===== src/rtl/serializer_pkg.sv =====
// Shared definitions for the FIFO-to-SPI serializer.
//   WORD_W      : width of a FIFO sample word
//   state_t     : serializer FSM state encoding
//   even_parity : parity bit that makes the total count of ones even
package serializer_pkg;

  localparam int WORD_W = 16;

  typedef enum logic [2:0] {
    ST_IDLE,
    ST_POP,
    ST_LOAD,
    ST_SHIFT,
    ST_NEXT,
    ST_GAP
  } state_t;

  function automatic logic even_parity(input logic [WORD_W-1:0] data);
    return ^data;
  endfunction

endpackage


===== src/rtl/spi_clk_divider.sv =====
// SCLK generator for the serializer.
// Ports:
//   clk   : system clock
//   reset : synchronous active-high reset
//   run   : counts while high; when low the divider is cleared and SCLK parks low
//   sclk  : registered serial clock level
//   rise  : high in the cycle whose closing edge drives sclk 0->1
//   fall  : high in the cycle whose closing edge drives sclk 1->0
module spi_clk_divider #(
  parameter int CLK_DIV = 4
) (
  input  logic clk,
  input  logic reset,
  input  logic run,
  output logic sclk,
  output logic rise,
  output logic fall
);

  localparam int DW = $clog2(CLK_DIV) + 1;

  logic [DW-1:0] div_cnt;
  logic          tc;

  assign tc   = run && (div_cnt == DW'(CLK_DIV - 1));
  assign rise = tc && !sclk;
  assign fall = tc && sclk;

  always_ff @(posedge clk) begin
    if (reset) begin
      div_cnt <= '0;
      sclk    <= 1'b0;
    end else if (!run) begin
      div_cnt <= '0;
      sclk    <= 1'b0;
    end else if (tc) begin
      div_cnt <= '0;
      sclk    <= ~sclk;
    end else begin
      div_cnt <= div_cnt + 1'b1;
    end
  end

endmodule


===== src/rtl/fifo_spi_serializer.sv =====
// Pops 16-bit words from the sample FIFO and shifts them out MSB-first on a
// mode-0 SPI link, grouping up to BURST_LEN words per CS_N frame.
// Optional build macro: PARITY_EN appends an even-parity bit after bit 0.
// Ports:
//   CLK, RESET           : clock, synchronous active-high reset
//   ENABLE               : allows a new frame to start (looked at only in IDLE)
//   FIFO_EMPTY/FIFO_DOUT : FIFO read side (data valid the cycle after FIFO_RD_EN)
//   FIFO_RD_EN           : one-cycle pop strobe
//   SCLK, MOSI, CS_N     : serial link
//   BUSY                 : high whenever the FSM is not in IDLE
//   WORD_DONE            : one-cycle pulse after the last bit of each word
//   UNDERRUN             : one-cycle pulse when a frame closes early on an empty FIFO
module fifo_spi_serializer
  import serializer_pkg::*;
#(
  parameter int CLK_DIV    = 4,
  parameter int BURST_LEN  = 4,
  parameter int GAP_CYCLES = 8
) (
  input  logic              CLK,
  input  logic              RESET,
  input  logic              ENABLE,
  input  logic              FIFO_EMPTY,
  input  logic [WORD_W-1:0] FIFO_DOUT,
  output logic              FIFO_RD_EN,
  output logic              SCLK,
  output logic              MOSI,
  output logic              CS_N,
  output logic              BUSY,
  output logic              WORD_DONE,
  output logic              UNDERRUN
);

`ifdef PARITY_EN
  localparam int NBITS = WORD_W + 1;
`else
  localparam int NBITS = WORD_W;
`endif
  localparam int GW = $clog2(GAP_CYCLES + 1);

  state_t           state;
  logic [NBITS-1:0] shreg;
  logic [4:0]       bit_cnt;
  logic [7:0]       word_cnt;
  logic [GW-1:0]    gap_cnt;
  logic             run;
  logic             sclk_rise;
  logic             sclk_fall;

  assign run = (state == ST_SHIFT);

  spi_clk_divider #(
    .CLK_DIV(CLK_DIV)
  ) u_clk_div (
    .clk  (CLK),
    .reset(RESET),
    .run  (run),
    .sclk (SCLK),
    .rise (sclk_rise),
    .fall (sclk_fall)
  );

  always_ff @(posedge CLK) begin
    if (RESET) begin
      state      <= ST_IDLE;
      shreg      <= '0;
      bit_cnt    <= '0;
      word_cnt   <= '0;
      gap_cnt    <= '0;
      FIFO_RD_EN <= 1'b0;
      MOSI       <= 1'b0;
      CS_N       <= 1'b1;
      BUSY       <= 1'b0;
      WORD_DONE  <= 1'b0;
      UNDERRUN   <= 1'b0;
    end else begin
      FIFO_RD_EN <= 1'b0;
      WORD_DONE  <= 1'b0;
      UNDERRUN   <= 1'b0;
      case (state)
        ST_IDLE: begin
          if (ENABLE && !FIFO_EMPTY) begin
            FIFO_RD_EN <= 1'b1;
            BUSY       <= 1'b1;
            state      <= ST_POP;
          end
        end
        ST_POP: begin
          state <= ST_LOAD;
        end
        ST_LOAD: begin
`ifdef PARITY_EN
          shreg <= {FIFO_DOUT, even_parity(FIFO_DOUT)};
`else
          shreg <= FIFO_DOUT;
`endif
          MOSI    <= FIFO_DOUT[WORD_W-1];
          CS_N    <= 1'b0;
          bit_cnt <= '0;
          state   <= ST_SHIFT;
        end
        ST_SHIFT: begin
          if (sclk_rise) begin
            bit_cnt <= bit_cnt + 1'b1;
          end
          if (sclk_fall) begin
            shreg <= shreg << 1;
            MOSI  <= shreg[NBITS-2];
            // bit_cnt already counts every rising edge of this word, so the
            // fall that follows the last rise closes the word.
            if (bit_cnt == 5'(NBITS)) begin
              WORD_DONE <= 1'b1;
              word_cnt  <= word_cnt + 1'b1;
              bit_cnt   <= '0;
              state     <= ST_NEXT;
            end
          end
        end
        ST_NEXT: begin
          if ((word_cnt < 8'(BURST_LEN)) && !FIFO_EMPTY) begin
            FIFO_RD_EN <= 1'b1;
            state      <= ST_POP;
          end else begin
            UNDERRUN <= (word_cnt < 8'(BURST_LEN));
            CS_N     <= 1'b1;
            MOSI     <= 1'b0;
            gap_cnt  <= GW'(GAP_CYCLES - 1);
            state    <= ST_GAP;
          end
        end
        ST_GAP: begin
          if (gap_cnt == '0) begin
            word_cnt <= '0;
            BUSY     <= 1'b0;
            state    <= ST_IDLE;
          end else begin
            gap_cnt <= gap_cnt - 1'b1;
          end
        end
        default: begin
          state <= ST_IDLE;
        end
      endcase
    end
  end

endmodule

===== config.mk =====
export PLATFORM = sky130hd
export DESIGN_NAME = fifo_spi_serializer
export DESIGN_NICKNAME = d
export VERILOG_FILES = /design/src/rtl/serializer_pkg.sv /design/src/rtl/spi_clk_divider.sv /design/src/rtl/fifo_spi_serializer.sv
export SDC_FILE = /design/constraint.sdc
export NUM_CORES = 1
export LEC_CHECK = 0
export CAP_MARGIN = 25
export CORE_MARGIN = 2
export CORE_UTILIZATION = 45
export DETAILED_ROUTE_END_ITERATION = 10
export PLACE_DENSITY = 0.69
export SYNTH_ARGS = -nofsm -noshare
export SYNTH_HDL_FRONTEND = slang
export SYNTH_HIERARCHICAL = 1
export SYNTH_SLANG_ARGS = --single-unit

===== constraint.sdc =====
create_clock -name CLK -period 2.4 [get_ports CLK]
set_clock_uncertainty 0.1 [all_clocks]
set_input_delay 0.72 -clock CLK [delete_from_list [all_inputs] [get_ports CLK]]
set_output_delay 0.72 -clock CLK [all_outputs]
set_load 0.02 [all_outputs]

==> qor.yml, run 1 <==
worst_pin_slew_ps: 582
rsz0062_at_grt: "no"
synth_area_mm2: 0.00217
place_ws_ps: 206
ys.flop_type: "dfxtp_1"
holdBufCountCts: 0
cts_made_buffers: 5
cts_root_buf: "clkbuf_8"
min_period_ps: 2190
min_path_type: "flop to flop"
ys_types: 45
rows: 25
yosys_warnings: 6
setup_viol: 0
antenna_found_initial: 0
routedWlPerCell_um: 13.5
drt_first_pass_iters: 4
route.detailed.drc: 0
nFillCells: 425
finalCritPeriodShare_pct: 91.1
place_hpwl_um: 3270
finalHoldViolations: 0
antenna_cells: 0
fin_nets: 314
fin_util_pct: 56.1
htree_levels: 2
area_growth_pct: 21.3
grt_pass1_wl_um: 7710
grt_pass1_vias: 1694
ys_top_cells_by_area: "dfxtp_1, nand2_1, a311oi_1"
crit_required_ps: 2540
finalWirelength_um: 4640
crit_family: "simple AND/OR/NAND/NOR gates"
ant_nets: 0
syn_area_per_cell_um2: 8.35
status: "finished, final reports clean"
grt_start_max_net_pins: 32
drt-initial-drc-count: 88
clkLatencyLatePin_ps: 300
max_stage_delay_ps: 430
vias: 1868
max_slew_margin_pct: 60.8
io_buffers: 26
ctsResizeCount: 0
die_w_um: 73.5
crit_top_cell: "ha_1"
grt_overflow: 0
viasPerCell: 5.45
critPathArrivalTime_ps: 2330
clkSinkCount: 45
cap_violations: 0
place_area_mm2: 0.00251
ys_seq_elements: 45
endpoint_kind: "flop"
finalSetupTns_ps: 0
cp-start-kind: "flop"
p_leak_nw: 0.964
track_usage_pct: 18.3
postSynthCellCount: 260
fin_ws_ps: 213
vdd_drop_max_v: 0.000258
die_area_mm2: 0.00540
synth_top_area_cell: "dfxtp_1"
mostFrequentLayoutCells: "dfxtp_1, nand2_1, nor2_1, clkdlybuf4s50_1, a311oi_1"
cts_setup_buffers: 0
synth_top_area_share_pct: 41.5
synth_fp_nets: 286
drive_above_1_share_pct: 10.0
routabilityCongestion: 0.821
powerDensity_mw_per_mm2: 699
clkTransAtPathRegs_ps: 90
cp_max_fo: 13
fmax_mhz: 457
core_area_mm2: 0.00469
slowest_stage: "or3_4"
chipHeight_um: 73.5
p_total_w: 0.00184
ys_async_sr_fraction_pct: 0
path_cells: "ha_1 > ha_1 > and3_2 > nand4b_4 > or3_4 > a2111oi_2 > mux2i_1"
finalInstanceArea_mm2: 0.00263
cts_tree: "built"
slew_violations: 0
ys_seq_area_share_pct: 41.5
ios: 27
start_util_pct: 46.3
path_buf_inv: 0
path_class: "flop to flop"
synth-edff-count: 0
clockBufferDepth: 2
[final timing paths]
check,from,to,slack [ps],cells past startpoint
max,u_clk_div/div_cnt[0]$_SDFF_PP0_,word_cnt[7]$_SDFFE_PP0P_,210,7
min reg2reg,u_clk_div/div_cnt[0]$_SDFF_PP0_,u_clk_div/div_cnt[0]$_SDFF_PP0_,330,1
max reg2reg,u_clk_div/div_cnt[0]$_SDFF_PP0_,word_cnt[7]$_SDFFE_PP0P_,210,7
min,u_clk_div/div_cnt[0]$_SDFF_PP0_,u_clk_div/div_cnt[0]$_SDFF_PP0_,330,1
[power by group]
part | switching [W] | internal (W) | leakage [nW] | total (W)
sequential | 0.0000353 | 0.000820 | 0.365 | 0.000855
clock | 0.000269 | 0.000339 | 0.0574 | 0.000608
combinational | 0.000210 | 0.000168 | 0.541 | 0.000378
[final cells by class]
type | count | area (µm²) | share of cell area (%)
clock buffers | 6 | 82.6 | 3.14
flip-flops and latches | 45 | 901 | 34.2
well taps | 54 | 67.6 | 2.57
clock inverters | 2 | 37.5 | 1.43
inverters | 9 | 33.8 | 1.28
multi-input cells | 189 | 1160 | 44.1
repair buffers | 38 | 350 | 13.3
[per-layer routing]
layer	vias to the layer above	global-route usage (%)	wire length, µm
met2	31	27.4	2000
met3	5	5.08	176
met5	-	0	0
met1	856	25.1	2410
li1	976	-	-
met4	0	6.67	58
[registers in the layout, indices dropped and copies added, names as in the netlist]
signal and cells:
state 3, UNDERRUN 1, bit_cnt 5, MOSI 1, u_clk_div/div_cnt 3, u_clk_div/sclk 1, CS_N 1, WORD_DONE 1
FIFO_RD_EN 1, shreg 15, BUSY 1, gap_cnt 4, word_cnt 8
[cells in the mapped netlist, types with 2 or more instances]
master and number:
a2111o_1 4, a211oi_1 2, a21oi_1 12, a311oi_1 15, and3b_1 2, buf_1 2, buf_2 6, clkbuf_1 8
dfxtp_1 45, ha_1 6, inv_1 9, mux2i_1 2, nand2_1 45, nand2b_1 6, nand3_1 6, nand3b_1 2
nand4_1 3, nand4b_1 2, nor2_1 32, nor3_1 8, nor3b_1 3, o2111ai_1 2, o21a_1 3, o21ai_0 8
or2_2 2, xnor2_1 3, xor2_1 4
[stage by stage]
stage          hold slack, ps  instances
2_1_floorplan             304        260
3_3_place_gp              312        335
5_1_grt                   345        343
6_report                  328        343
3_5_place_dp              321        335
4_1_cts                   332        343
[cells by family (layout without fill, tap and decap cells)]
group,Yosys count,count (layout),synth area share [%]
simple gates,118,118,26.3
compound gates,56,56,19.8
flops,45,45,41.5
buf+inv,26,55,5.19
xor+xnor,7,7,2.82
fa+ha+maj,6,6,3.46
mux,2,2,0.922
Power figures use the tool's default switching activity.
==> run 2, diff against run 1 <==
--- a/config.mk
+++ b/config.mk
@@ -8,8 +8,9 @@
 export CAP_MARGIN = 25
 export CORE_MARGIN = 2
 export CORE_UTILIZATION = 45
+export CTS_CLUSTER_DIAMETER = 40
 export DETAILED_ROUTE_END_ITERATION = 10
-export PLACE_DENSITY = 0.69
+export PLACE_DENSITY = 0.67
 export SYNTH_ARGS = -nofsm -noshare
 export SYNTH_HDL_FRONTEND = slang
 export SYNTH_HIERARCHICAL = 1
==> constraint.sdc (replaced) <==
create_clock -name CLK -period 2.3 [get_ports CLK]
set_clock_uncertainty 0.1 [all_clocks]
set_input_delay 0.69 -clock CLK [delete_from_list [all_inputs] [get_ports CLK]]
set_output_delay 0.69 -clock CLK [all_outputs]
set_load 0.02 [all_outputs]
==> run 2 against run 1 <==
- critical path depth is the same
- via count rose by 0.70%
- sequential share of layout area increased by 0.23 points
- design area is 0.52% lower
- worst setup slack worse by 72 ps
- core utilization fell by 0.29 points
- final cell count is 0.29% lower
- hold slack better by 7.0 ps
- first-iteration DRC count rose by 4.5%
- register-to-register slack got worse by 70 ps
==> qor.yml, run 2 (synthesized netlist as in run 1, its figures left out) <==
status: "finished, final reports clean"
die_w_um: 73.5  # unchanged
cts_root_buf: "clkbuf_8"
antenna_found_initial: 0  # unchanged
grt_start_max_net_pins: 32  # unchanged
ant_nets: 0  # unchanged
cap_violations: 0  # unchanged
place_hpwl_um: 3130  # -4.3%
p_leak_nw: 0.947  # -1.8%
top_register: "shreg"
place_ws_ps: 123  # -83.2 ps
reg2reg_depth: 7  # unchanged
grt_pass1_vias: 1669  # -1.5%
critPathArrivalTime_ps: 2280  # -50 ps
stdcell_count: 342  # -0.29%
reg_top3: "shreg x15, word_cnt x8, bit_cnt x5"
use_met1_pct: 23.6  # -1.5 points
finalWirelength_um: 4530  # -2.5%
internal_power_w: 0.00127  # -4.3%
viasPerCell: 5.50  # +0.99%
finalInstanceArea_mm2: 0.00262  # -0.52%
switching_share_pct: 28.5  # +0.55 points
routedWlPerCell_um: 13.2  # -2.2%
endpoint_kind: "flop"
fin_ws_ps: 141  # -72.0 ps
core_area_mm2: 0.00469  # unchanged
p_comb_share_pct: 22.4  # +1.9 points
io_buffers: 26  # unchanged
powerDensity_mw_per_mm2: 678  # -3.0%
grt_overflow: 0  # unchanged
setup_viol: 0  # unchanged
routabilityCongestion: 0.851  # +3.7%
min_path_type: "flop to flop"
cts_setup_buffers: 0  # unchanged
gr-max-usage-layer: "met2"
largest_reg_flops: 15  # unchanged
finalHoldViolations: 0  # unchanged
layout_commonest_cell: "nand2_1"
cp-start-kind: "flop"
whs_path_depth: 1  # unchanged
fin_nets: 314  # unchanged
area_growth_pct: 20.7
cts_tree: "built"
htree_levels: 2  # unchanged
clockBufferDepth: 2  # unchanged
mostFrequentLayoutCells: "nand2_1, dfxtp_1, nor2_1, clkdlybuf4s50_1, a311oi_1"
min_period_ps: 2160  # -28.0 ps
met3_usage_pct: 3.16  # -1.9 points
p_clk_share_pct: 27.2  # -5.8 points
clkSinkCount: 45  # unchanged
drt_first_pass_iters: 4  # unchanged
ios: 27  # unchanged
max_slew_margin_pct: 61.2  # +0.39 points
antenna_cells: 0  # unchanged
holdBufCountCts: 0  # unchanged
netSwitchingPower_w: 0.000507  # -1.7%
drt-initial-drc-count: 92  # +4.5%
route.detailed.drc: 0  # unchanged
ctsResizeCount: 0  # unchanged
fmax_mhz: 463  # +1.3%
rows: 25  # unchanged
worst_pin_slew_ps: 576  # -5.76 ps
vdd_drop_max_v: 0.000311  # +21%
finalCritPeriodShare_pct: 93.9  # +2.7 points
clkLatencyLatePin_ps: 290  # about the same
place_area_mm2: 0.00253  # +0.80%
chipHeight_um: 73.5  # unchanged
p_seq_share_pct: 50.4  # +3.9 points
rsz0062_at_grt: "no"
start_util_pct: 46.3  # unchanged
cp_max_fo: 13  # unchanged
drive_above_1_share_pct: 10.1  # +0.035 points
die_area_mm2: 0.00540  # unchanged
clkTransAtPathRegs_ps: 80  # about the same
fin_util_pct: 55.8  # -0.29 points
grt_use_met2_pct: 27.0  # -0.40 points
track_usage_pct: 17.3  # -1.0 points
place_inst: 335  # unchanged
finalSetupTns_ps: 0  # unchanged
cts_made_buffers: 5  # unchanged
crit_required_ps: 2430  # -110 ps
grt_pass1_wl_um: 7400  # -3.9%
slew_violations: 0  # unchanged
path_class: "flop to flop"
vias: 1881  # +0.70%
==> run 2: cell count changes in the layout (fill, tap and decap cells not counted), sizes merged <==
cell      before  now
bufinv         1    0
clkinvlp       1    0
clkbuf         6    7
==> run 2: worst paths after layout <==
kind                                                      start                               to  slack, ps
worst min-delay path            u_clk_div/div_cnt[0]$_SDFF_PP0_  u_clk_div/div_cnt[0]$_SDFF_PP0_        330
worst max register to register  u_clk_div/div_cnt[0]$_SDFF_PP0_         word_cnt[7]$_SDFFE_PP0P_        140
worst min register to register  u_clk_div/div_cnt[0]$_SDFF_PP0_  u_clk_div/div_cnt[0]$_SDFF_PP0_        330
worst max-delay path            u_clk_div/div_cnt[0]$_SDFF_PP0_         word_cnt[7]$_SDFFE_PP0P_        140
==> run 2: power groups by stage <==
stage | Clock (W) | Sequential, W | Combinational [W]
finish | 0.000484 | 0.000895 | 0.000398
floorplan | 0 | 0.000918 | 0.000262
detailed placement | 0 | 0.000912 | 0.000395
global placement | 0 | 0.000911 | 0.000386
global route | 0.000529 | 0.000904 | 0.000445
CTS | 0.000499 | 0.000894 | 0.000399
==> run 2: final cells by class <==
type	instances	area, µm²
Tap cell	54	67.6
Sequential cell	45	902
Inverter	9	36.3
Fill cell	444	2070
Timing Repair Buffer	38	350
Clock buffer	7	86.3
Multi-Input combinational cell	189	1180
==> run 2: through the flow <==
step | hold slack (ps) | total power (W)
2_1_floorplan | 304 | 0.00118
3_3_place_gp | 315 | 0.00130
3_5_place_dp | 323 | 0.00131
4_1_cts | 334 | 0.00179
5_1_grt | 366 | 0.00188
6_report | 335 | 0.00178
==> run 2: routing by layer <==
metal | wire [µm] | up-vias
met3 | 152 | 5
li1 | - | 977
met2 | 1920 | 31
met1 | 2400 | 868
met4 | 53 | 0
met5 | 0 | -
==> run 2: worst max-delay path, stage by stage (launching register included) <==
cell	delay [ps]
dfxtp_1	340
ha_1	150
ha_1	160
and3_4	210
nand4b_4	120
or3_4	430
a2111oi_4	380
mux2i_1	200
==> run 3, diff against run 2 <==
--- a/config.mk
+++ b/config.mk
@@ -5,7 +5,7 @@
 export SDC_FILE = /design/constraint.sdc
 export NUM_CORES = 1
 export LEC_CHECK = 0
-export CAP_MARGIN = 25
+export CAP_MARGIN = 20
 export CORE_MARGIN = 2
 export CORE_UTILIZATION = 45
 export CTS_CLUSTER_DIAMETER = 40
==> results of run 3 <==
No change in the layout: final DEF, timing and power equal those of run 2.
==> RTL edit 1 (flow settings as in run 2) <==
Build with the macro `PARITY_EN` defined.
--- a/src/rtl/fifo_spi_serializer.sv
+++ b/src/rtl/fifo_spi_serializer.sv
@@ -10,6 +10,8 @@
 //   BUSY                 : high whenever the FSM is not in IDLE
 //   WORD_DONE            : one-cycle pulse after the last bit of each word
 //   UNDERRUN             : one-cycle pulse when a frame closes early on an empty FIFO
+`define PARITY_EN
+
 module fifo_spi_serializer
   import serializer_pkg::*;
 #(
Behaviour: same outputs for any inputs over 10 cycles, from zero or initial values and one cycle with RESET high; that may be too few to reach the edited logic, so the function may still have changed.
==> RTL edit 1 against run 2 <==
Non-clock buffer count increased by 5. Via count increased by 1.5%. Clock power up 4.8%. Sequential cell count up 1. Final area up 5.0%. Wire length shrank 3.4%. Core utilization rose by 2.0 points. Synthesized area up 2.2%. Setup slack improved by 22 ps. Count of clock-buffer cells in the layout is the same. Power rose by 7.5%. Sequential power increased by 2.7%.
==> RTL edit 1: results (changes against run 2) <==
root buffer cell=clkbuf_8; xor and xnor area share after synthesis=10.7% (+7.8 points); first-pass GRT wire length=7680 µm (+3.7%); Synth Area in Compound Gates=15.8% (-3.9 points); clock latency on the worst-skew pair=roughly 300 ps; DR vias=1910 (+1.5%); placed cells=358 (+6.9%); WL per Instance=11.9 µm (-9.7%); post-synthesis sequential area ratio=41.5% (about the same); Post-Syn Nets=288 (+0.70%); Data arrival, critical path=2270 ps; CTS Buffer Depth=2 (unchanged); Adder-Cell Fraction of Synth Area=3.38% (-0.076 points); post-synth cell types=47 (+4.4%); Total GRT Usage=17.8% (+0.52 points); Buffers on Ports=26 (unchanged); initial antenna violation count=0 (unchanged); vias per cell=5.22 (-5.1%); Syn Inst Count=262 (+0.77%); post-synthesis mux area share=0% (-0.92 points); Reg clk slew, reported paths=80 ps (about the same); Inserted Diodes=0 (unchanged); post-DP HPWL=3170 µm (+1.1%); largest fanout on the critical path=4 (-9); status=finished, final reports clean; vias in the first global route=1737 (+4.1%); share of cells above drive strength 1=10.7% (+0.63 points); worst r2r src=state[1]$_SDFFE_PP0P_; hold path startpoint=u_clk_div/div_cnt[0]$_SDFF_PP0_; leakage=0.00103 µW (+8.6%); peak supply drop=337 µV (+8.3%); Final nets=324 (+3.2%); post-CTS setup buffer count=0 (unchanged); CP Launch Type=flop; Post-CTS Resized=0 (unchanged); DRT iter0 DRCs=68 (-26%); Area contributors post-synth=dfxtp_1, xnor2_1, nand2_1; # fillers=467 (+5.2%); routability congestion estimate=0.813 (-4.5%); Pre-antenna DRT Iters=4 (unchanged); top flop regs=shreg (16), word_cnt (8), bit_cnt (5); Slew HR=65.3% (+4.1 points); CP max stage cell=or3_1; synth cell count leaders=dfxtp_1, nand2_1, nor2_1, xnor2_1, a311oi_1; pin count of the biggest net entering global routing=31 (-3.1%); hold crit path type=reg2reg; Worst path max stage delay=370 ps (-60 ps); Switching Fraction=29.2% (+0.69 points)
RTL edit 1: area by class of cell:
cell class              count  area, µm²  share of cell area [%]
repair buffers             43        400                    14.6
flip-flops and latches     46        921                    33.5
well taps                  67       83.8                    3.05
clock inverters             1       5.00                   0.182
inverters                   7       27.5                    1.00
multi-input cells         195       1230                    44.6
clock buffers               7       86.3                    3.14
RTL edit 1: worst max-delay path, delay by kind of cell, from the launching register on:
kind / cells / cell delay (ps)
AOI/OAI and AO/OA: 2 / 390
buffers and inverters: 1 / 60
DFF: 1 / 350
and+or+nand+nor: 6 / 1170
RTL edit 1: metrics by stage:
step	hold WS [ps]	instance area [µm²]	setup WS, ps
2_1_floorplan	304	2230	16.7
3_3_place_gp	322	2650	71.1
3_5_place_dp	335	2650	40.9
4_1_cts	347	2750	151
5_1_grt	378	2750	5.84
6_report	343	2750	164
RTL edit 1: logic make-up (layout without fill, tap and decap cells):
| logic type | Yosys count | count (layout) |
|---|---|---|
| AND/OR/NAND/NOR | 116 | 116 |
| XOR/XNOR | 27 | 27 |
| flip-flops | 46 | 46 |
| adder cells (fa/ha/maj) | 6 | 6 |
| buffers and inverters | 21 | 58 |
| AO/OA/AOI/OAI | 46 | 46 |
RTL edit 1: power groups by stage:
| stage | Sequential (µW) | Combinational [µW] | Clock (µW) |
|---|---|---|---|
| after floorplan | 942 | 312 | 0 |
| after global placement | 935 | 478 | 0 |
| after detailed placement | 936 | 482 | 0 |
| after CTS | 919 | 483 | 527 |
| after global routing | 928 | 551 | 553 |
| final | 919 | 484 | 507 |
RTL edit 1: final timing paths:
kind | end | slack, ps | depth (start not counted)
min reg2reg | u_clk_div/div_cnt[0]$_SDFF_PP0_ | 340 | 1
max reg2reg | word_cnt[7]$_SDFFE_PP0P_ | 160 | 9
max | word_cnt[7]$_SDFFE_PP0P_ | 160 | 9
min | u_clk_div/div_cnt[0]$_SDFF_PP0_ | 340 | 1
RTL edit 1: metal layers:
layer | wire length, µm | global-route usage [%] | vias to the layer above
li1 | - | - | 992
met4 | 69 | 7.54 | 0
met5 | 0 | 0 | -
met2 | 1890 | 27.1 | 34
met1 | 2250 | 24.6 | 878
met3 | 164 | 3.79 | 6
==> RTL edit 2 (settings of run 2) <==
Without the edit above. The 6 states of `state_t` get a one-hot encoding in 6 bits.
--- a/src/rtl/serializer_pkg.sv
+++ b/src/rtl/serializer_pkg.sv
@@ -6,13 +6,13 @@
 
   localparam int WORD_W = 16;
 
-  typedef enum logic [2:0] {
-    ST_IDLE,
-    ST_POP,
-    ST_LOAD,
-    ST_SHIFT,
-    ST_NEXT,
-    ST_GAP
+  typedef enum logic [5:0] {
+    ST_IDLE  = 6'b000001,
+    ST_POP   = 6'b000010,
+    ST_LOAD  = 6'b000100,
+    ST_SHIFT = 6'b001000,
+    ST_NEXT  = 6'b010000,
+    ST_GAP   = 6'b100000
   } state_t;
 
   function automatic logic even_parity(input logic [WORD_W-1:0] data);
Formal check against the unedited RTL: same outputs for any inputs over 10 cycles, from zero or initial values and one cycle with RESET high; not proved beyond that.
==> RTL edit 2 against run 2 <==
The run now ends with negative setup slack left. Cell count grew 19%. First-iteration DRC count is 23% higher. Clock power up 7.2%. Wire length rose by 33%. Setup slack worse by 180 ps. Global-route usage is 3.5 points higher. Synthesized area increased by 13%. Power down 6.6%. Sequential cell count rose by 3. Count of clock-buffer cells in the layout shrank 1. Final area grew 18%.
==> RTL edit 2: results (changes against run 2) <==
peak supply drop=416 µV (+34%); Critical Path Sink=word_cnt[6]$_SDFFE_PP0P_; WL per Instance=14.7 µm (+11%); worst slew pin tran=466 ps (-110 ps); top flop regs=shreg (15), word_cnt (8), state (6); final setup margin=-40.6 ps (-182 ps); share of cells above drive strength 1=17.5% (+7.4 points); synth cell count leaders=dfxtp_1, nand2_1, nand3_1, nor3_1, nor2_1; Data arrival, critical path=2490 ps (+210 ps); count of final setup violators=3 (+3); routability congestion estimate=0.910 (+6.9%); failing checks=negative setup slack; Routed WL=6000 µm (+33%); # fillers=449 (+1.1%); CP max stage cell=or4_4; Area contributors post-synth=dfxtp_1, nand3_1, a311oi_1; DP Area=2960 µm² (+17%); Crit. Startpoint=state[5]$_SDFFE_PP0P_; met1 Use GR=28.7% (+5.1 points); pin count of the biggest net entering global routing=22 (-31%); met3 Track Usage GR=4.42% (+1.3 points); pre-CTS setup slack=-11.6 ps (-134 ps); status=finished, violations left; Switching Fraction=26.3% (-2.2 points); Syn Inst Count=291 (+12%); post-DP HPWL=4230 µm (+35%); vias in the first global route=2077 (+24%); GR Layer Usage met2=31.9% (+4.9 points); Post-Route Setup TNS=-104 ps (-104 ps)
[RTL edit 2: changes by cell type after synthesis, moves of 4 or more]
cell	before	now
nand3_1	6	28
nor2_1	32	16
nand2_1	45	31
nor3_1	8	19
clkbuf_1	8	15
nor4_1	0	7
nor2b_1	0	6
buf_2	6	1
and2_1	1	5
o2111ai_1	2	6
[RTL edit 2: layout make-up]
class | count | area (µm²) | share of cell area [%]
multi-input combinational | 213 | 1400 | 45.2
sequential | 48 | 965 | 31.2
clock inverter | 2 | 10.0 | 0.324
clock buffer | 6 | 82.6 | 2.67
inverter | 10 | 40.0 | 1.30
tap | 70 | 87.6 | 2.84
timing repair buffer | 59 | 509 | 16.5
[RTL edit 2: what timing repair did]
| item | CTS | global route |
|---|---|---|
| gates resized for setup | 2 | 2 |
| pin swaps | 3 | 4 |
| setup endpoints to repair | 6 | 11 |
| cloned | 0 | 1 |
| buffers inserted | 0 | 2 |
[RTL edit 2: power by group through the flow]
stage / sequential, µW / combinational (µW) / clock [µW]
3_3_place_gp: 880 / 265 / 0
4_1_cts: 862 / 268 / 536
2_1_floorplan: 879 / 151 / 0
5_1_grt: 864 / 299 / 569
6_report: 862 / 278 / 519
3_5_place_dp: 881 / 266 / 0
[RTL edit 2: logic make-up (layout without fill, tap and decap cells)]
kind of cell | Yosys count | in the layout | share of synthesized area (%)
compound gates | 54 | 54 | 17.2
xor+xnor | 7 | 7 | 2.51
fa+ha+maj | 6 | 6 | 3.07
buf+inv | 30 | 77 | 5.32
flops | 48 | 48 | 39.3
mux | 5 | 5 | 2.05
simple gates | 141 | 141 | 30.5
[RTL edit 2: per-layer routing]
layer | up-vias | share of wire (%)
li1 | 1177 | -
met1 | 1054 | 48
met2 | 48 | 46
met3 | 10 | 5.1
met4 | 0 | 1.7
met5 | - | 0
